`src/rtl/usb_pkg.sv`:
```
// Shared types and constants for the full-speed USB receiver.
`timescale 1ns/1ps
package usb_pkg;

  // Encoded as {dp, dn} so the synchroniser output maps directly.
  typedef enum logic [1:0] {
    LS_SE0 = 2'b00,
    LS_K   = 2'b01,
    LS_J   = 2'b10,
    LS_SE1 = 2'b11
  } line_t;

  typedef enum logic [1:0] {
    S_IDLE,
    S_SYNC,
    S_DATA,
    S_ABORT
  } rx_state_t;

  localparam int BIT_PERIOD          = 4;
  localparam int STUFF_LIMIT_DEFAULT = 6;

endpackage

```
`src/rtl/usb_line_sync.sv`:
```
// Two-flop synchroniser for D+/D- and line-state decode.
`timescale 1ns/1ps
module usb_line_sync
  import usb_pkg::*;
(
  input  logic  i_clk,
  input  logic  i_rst,
  input  logic  i_dp,
  input  logic  i_dn,
  output line_t o_line
);

  logic [1:0] r_meta;
  logic [1:0] r_sync;

  // Reset to J so an idle bus produces no phantom transition.
  always_ff @(posedge i_clk) begin
    if (i_rst) begin
      r_meta <= 2'b10;
      r_sync <= 2'b10;
    end else begin
      r_meta <= {i_dp, i_dn};
      r_sync <= r_meta;
    end
  end

  assign o_line = line_t'(r_sync);

endmodule

```
`src/rtl/usb_fs_rx.sv`:
```
// Full-speed USB receiver: phase recovery, NRZI decode,
// unstuffing, byte assembly and EOP/error detection.
`timescale 1ns/1ps
module usb_fs_rx
  import usb_pkg::*;
#(
  parameter int STUFF_LIMIT = STUFF_LIMIT_DEFAULT
) (
  input  logic       clk48,
  input  logic       rst,
  input  logic       dp,
  input  logic       dn,
  output logic       rx_active,
  output logic [7:0] rx_data,
  output logic       rx_valid,
  output logic       rx_eop,
  output logic       rx_err
);

  localparam int PW = $clog2(BIT_PERIOD);
  localparam int OW = $clog2(STUFF_LIMIT + 1);

  line_t w_line;

  usb_line_sync u_sync (
    .i_clk  (clk48),
    .i_rst  (rst),
    .i_dp   (dp),
    .i_dn   (dn),
    .o_line (w_line)
  );

  rx_state_t     r_state, w_state;
  line_t         r_line_prev;
  logic [PW-1:0] r_phase, w_phase;
  logic          r_prev_j, w_prev_j;
  logic [2:0]    r_zeros, w_zeros;
  logic [OW-1:0] r_ones, w_ones;
  logic [2:0]    r_bits, w_bits;
  logic [7:0]    r_shift, w_shift;
  logic [1:0]    r_se0, w_se0;
  logic          r_jseen, w_jseen;
  logic [7:0]    r_data, w_data;
  logic          r_valid, w_valid;
  logic          r_eop, w_eop;
  logic          r_err, w_err;
  logic          w_jk, w_trans, w_sample, w_dbit;

  assign w_jk = (w_line == LS_J) || (w_line == LS_K);
  assign w_trans = w_jk && (w_line != r_line_prev) &&
                   ((r_line_prev == LS_J) || (r_line_prev == LS_K));
  // A sample never lands on the transition cycle itself.
  assign w_sample = (r_phase == PW'(1)) && !w_trans;
  assign w_dbit = ((w_line == LS_J) == r_prev_j);

  always_ff @(posedge clk48) begin
    if (rst) begin
      r_state     <= S_IDLE;
      r_line_prev <= LS_J;
      r_phase     <= '0;
      r_prev_j    <= 1'b1;
      r_zeros     <= '0;
      r_ones      <= '0;
      r_bits      <= '0;
      r_shift     <= '0;
      r_se0       <= '0;
      r_jseen     <= 1'b0;
      r_data      <= '0;
      r_valid     <= 1'b0;
      r_eop       <= 1'b0;
      r_err       <= 1'b0;
    end else begin
      r_state     <= w_state;
      r_line_prev <= w_line;
      r_phase     <= w_phase;
      r_prev_j    <= w_prev_j;
      r_zeros     <= w_zeros;
      r_ones      <= w_ones;
      r_bits      <= w_bits;
      r_shift     <= w_shift;
      r_se0       <= w_se0;
      r_jseen     <= w_jseen;
      r_data      <= w_data;
      r_valid     <= w_valid;
      r_eop       <= w_eop;
      r_err       <= w_err;
    end
  end

  always_comb begin
    w_state  = r_state;
    w_phase  = w_trans ? '0 : r_phase + 1'b1;
    w_prev_j = r_prev_j;
    w_zeros  = r_zeros;
    w_ones   = r_ones;
    w_bits   = r_bits;
    w_shift  = r_shift;
    w_se0    = r_se0;
    w_jseen  = r_jseen;
    w_data   = r_data;
    w_valid  = 1'b0;
    w_eop    = 1'b0;
    w_err    = 1'b0;
    if (w_sample) begin
      if (w_jk) w_prev_j = (w_line == LS_J);
      if (r_state != S_ABORT) w_jseen = 1'b0;
      unique case (r_state)
        S_IDLE: begin
          if (w_line == LS_K) begin
            w_state = S_SYNC;
            w_zeros = '0;
          end
        end
        S_SYNC: begin
          if (w_line == LS_SE1) begin
            w_state = S_ABORT;
            w_err   = 1'b1;
          end else if (w_line == LS_SE0) begin
            w_state = S_IDLE;
          end else if (!w_dbit) begin
            if (r_zeros != 3'd5) w_zeros = r_zeros + 1'b1;
          end else if (r_zeros == 3'd5) begin
            w_state = S_DATA;
            w_ones  = '0;
            w_bits  = '0;
            w_se0   = '0;
          end else begin
            w_state = S_IDLE;
          end
        end
        S_DATA: begin
          if (w_line == LS_SE1) begin
            w_state = S_ABORT;
            w_err   = 1'b1;
          end else if (w_line == LS_SE0) begin
            if (r_se0 != 2'd2) w_se0 = r_se0 + 1'b1;
          end else if (r_se0 != 2'd0) begin
            if ((r_se0 == 2'd2) && (w_line == LS_J)) begin
              w_state = S_IDLE;
              w_eop   = 1'b1;
              w_err   = (r_bits != 3'd0);
            end else begin
              w_state = S_ABORT;
              w_err   = 1'b1;
            end
          end else if (r_ones == OW'(STUFF_LIMIT)) begin
            w_ones = '0;
            if (w_dbit) begin
              w_state = S_ABORT;
              w_err   = 1'b1;
            end
          end else begin
            w_shift = {w_dbit, r_shift[7:1]};
            w_bits  = r_bits + 1'b1;
            w_ones  = w_dbit ? r_ones + 1'b1 : '0;
            if (r_bits == 3'd7) begin
              w_data  = {w_dbit, r_shift[7:1]};
              w_valid = 1'b1;
            end
          end
        end
        S_ABORT: begin
          if (w_line == LS_J) begin
            if (r_jseen) w_state = S_IDLE;
            w_jseen = 1'b1;
          end else begin
            w_jseen = 1'b0;
          end
        end
      endcase
    end
  end

  assign rx_active = (r_state == S_DATA);
  assign rx_data   = r_data;
  assign rx_valid  = r_valid;
  assign rx_eop    = r_eop;
  assign rx_err    = r_err;

endmodule

```
`config.mk`:
```
export PLATFORM = sky130hd
export DESIGN_NAME = usb_fs_rx
export DESIGN_NICKNAME = d
export VERILOG_FILES = /design/src/rtl/usb_pkg.sv /design/src/rtl/usb_line_sync.sv /design/src/rtl/usb_fs_rx.sv
export SDC_FILE = /design/constraint.sdc
export NUM_CORES = 1
export LEC_CHECK = 0
export CAP_MARGIN = 10
export CORE_UTILIZATION = 31
export DETAILED_ROUTE_END_ITERATION = 12
export HOLD_SLACK_MARGIN = 0.03
export MAX_ROUTING_LAYER = met4
export PLACE_DENSITY = 0.54
export SLEW_MARGIN = 0
export SYNTH_ARGS = -nofsm -noshare
export SYNTH_HDL_FRONTEND = slang
export SYNTH_SLANG_ARGS = --single-unit
```
`constraint.sdc`:
```
create_clock -name clk48 -period 2.9 [get_ports clk48]
set_clock_uncertainty 0.15 [all_clocks]
set_input_delay 0.29 -clock clk48 [delete_from_list [all_inputs] [get_ports clk48]]
set_output_delay 0.29 -clock clk48 [all_outputs]
set_load 0.01 [all_outputs]
```
==> out/metrics.yaml <==
cts_tree: "yes"
fp.dieH_um: 85.6
synth_edf_count: 0
drt_first_pass_iters: 4
total_power_mw: 1.08
fmax_mhz: 400
setup_viol: 0
gp_congestion: 0.819
cp.required_ps: 2940
synth_ff_type: "dfxtp_1"
start_kind: "register"
fin_hold_ws_ps: 262
p_leak_nw: 0.854
cts_sinks: 41
ios: 16
die_w_um: 85.6
utilization_pct: 37.4
die_area_um2: 7330
grt_pass1_vias: 1679
synth_top_family_by_area: "simple AND/OR/NAND/NOR gates"
nets: 276
slowest_delay_ps: 490
crit_arrival_ps: 2540
crit_fanout: 12
htreeDepth: 2
initial_core_util_pct: 32.1
synth_nets: 256
critPathKind: "register to register"
synth_fa_ha_area_share_pct: 11.5
syn_avg_cell_area_um2: 9.34
max-cap-violations: 0
wl_um: 4650
yosysWarnings: 0
syn_area_um2: 2170
wl_per_cell_um: 14.0
clkTransAtPathRegs_ps: 90
drt-initial-drc-count: 89
synth-compound-area-share_pct: 15.0
yosys.area_share.simple_pct: 21.6
yosys_register_bits: 41
ir_drop_mv: 0.229
cts_resized: 0
cp_cell_sequence: "inv_1 > ha_1 > a21boi_2 > nand2_1 > nor4_4 > mux2i_1 > nor2_1"
synthMuxAreaShare_pct: 8.43
dpl.hpwl_um: 3250
stdcell_area_um2: 2520
tns_ps: 0
grt_max_degree: 28
via_per_inst: 5.18
cts_hold_buf: 0
num_rows: 30
ant_nets: 0
syn2layout_area_growth_pct: 16.5
grt_pass1_wl_um: 8000
drive_gt1_share_pct: 12.3
antenna_cells: 0
reg2reg_depth: 7
cts-buffers-inserted: 5
status: "finished, final reports clean"
vias: 1726
grt-ovfl-total: 0
drv_slew: 0
post_dp_cell_area_um2: 2430
clock_latency_ps: 300
finalCritPeriodShare_pct: 86.1
cellPowerDensity_nw_per_um2: 426
rsz0062_at_grt: "false"
netlist-cell-type-count: 47
grt_util_all_layers_pct: 14.2
post_cts_buffers: 0
antenna_found_initial: 0
tightest_slew_ps: 620
clk_path_buf_depth: 2
fillers: 718
netlist_instances: 232
cts_root_buf: "clkbuf_8"
cp-end-kind: "register"
synthArstFlopShare_pct: 0
min_period_ps: 2500
route.detailed.drc: 0
synth_xor_area_share_pct: 0.808
ys_seq_area_share_pct: 37.9
hp-class: "register to register"
cpMaxStageDelayCell: "nor4_4"
whs_path_depth: 1
io_buffers: 15
fp.coreArea_um2: 6760
timing.final.hold_violations: 0
slew_headroom_pct: 58.3
[state kept, by name (all words and copies together) (netlist names), 2 cells and up]
| register | count |
|---|---|
| r_bits | 3 |
| r_line_prev | 2 |
| r_ones | 3 |
| r_phase | 2 |
| r_se0 | 2 |
| r_shift | 7 |
| r_state | 2 |
| r_zeros | 3 |
| rx_data | 8 |
| u_sync.o_line | 2 |
| u_sync.r_meta | 2 |
[Yosys cell counts, types with 4 or more instances]
cell      number  area [µm²]
nand2b_1       6        37.5
inv_1         15        56.3
nand3_1        4        20.0
nor3_1         9        45.0
ha_1          20         250
or2_2          5        31.3
nand2_1        9        33.8
o21ai_0        7        35.0
nor2b_1        7        43.8
o32ai_1        4        35.0
nand4_1        7        43.8
mux2i_1       16         160
dfxtp_1       41         821
a21oi_1        5        25.0
nor2_1        26        97.6
clkbuf_1       7        26.3
[cells by family after synthesis]
family	count (synthesis)
multiplexers	18
XOR/XNOR	2
buffers and inverters	25
AND/OR/NAND/NOR	84
AO/OA/AOI/OAI	42
flip-flops	41
adder cells (fa/ha/maj)	20
[power breakdown]
group          leakage, nW  switching [mW]  internal, mW
combinational        0.471          0.0544        0.0311
clock               0.0511           0.234         0.182
sequential           0.332         0.00453         0.569
total                0.854           0.293         0.782
[worst max-delay path, delay by kind of cell, from the launching register on]
family | cells | cell delay [ps]
and+or+nand+nor | 3 | 690
adders and majority gates | 1 | 440
AOI/OAI and AO/OA | 1 | 390
DFF | 1 | 350
muxes | 1 | 250
buffers and inverters | 1 | 110
[final timing paths]
path                               start                           to  slack, ps
max              r_state[0]$_SDFFE_PP0P_      r_shift[1]$_SDFFE_PP0P_        400
min          u_sync.r_meta[1]$_SDFF_PP1_  u_sync.o_line[1]$_SDFF_PP1_        260
max reg2reg      r_state[0]$_SDFFE_PP0P_      r_shift[1]$_SDFFE_PP0P_        400
min reg2reg  u_sync.r_meta[1]$_SDFF_PP1_  u_sync.o_line[1]$_SDFF_PP1_        260
[through the flow]
stage               setup WS, ps  instances
floorplan                    729        232
global route                 213        333
detailed placement           429        325
finish                       403        333
CTS                          390        333
global placement             357        325
[routing by layer]
layer / vias to the layer above / GRT usage [%] / wire, µm
li1: 867 / - / -
met1: 818 / 18.3 / 2310
met2: 37 / 21.2 / 2080
met3: 4 / 3.75 / 213
met4: 0 / 5.45 / 40
met5: - / - / 0
[cell type report]
cell class	instances	area (µm²)	area share, %
Clock buffer	5	68.8	2.73
Clock inverter	3	28.8	1.14
Inverter	16	60.1	2.38
Multi-Input combinational cell	166	1240	49.3
Sequential cell	41	821	32.5
Tap cell	80	100	3.96
Timing Repair Buffer	22	203	8.03
[layout by cell type, fill, tap and decap left out, types with 5 or more instances in the layout]
master	instances
dfxtp_1	41
clkbuf_8	5
nor3_1	9
o21ai_0	7
buf_4	7
a21oi_1	5
mux2i_1	16
inv_1	15
or2_2	5
nand2_1	9
nand4_1	7
ha_1	20
nand2b_1	6
nor2_1	26
nor2b_1	7
clkdlybuf4s50_1	15
No activity file was read; power rests on OpenSTA's default activity.
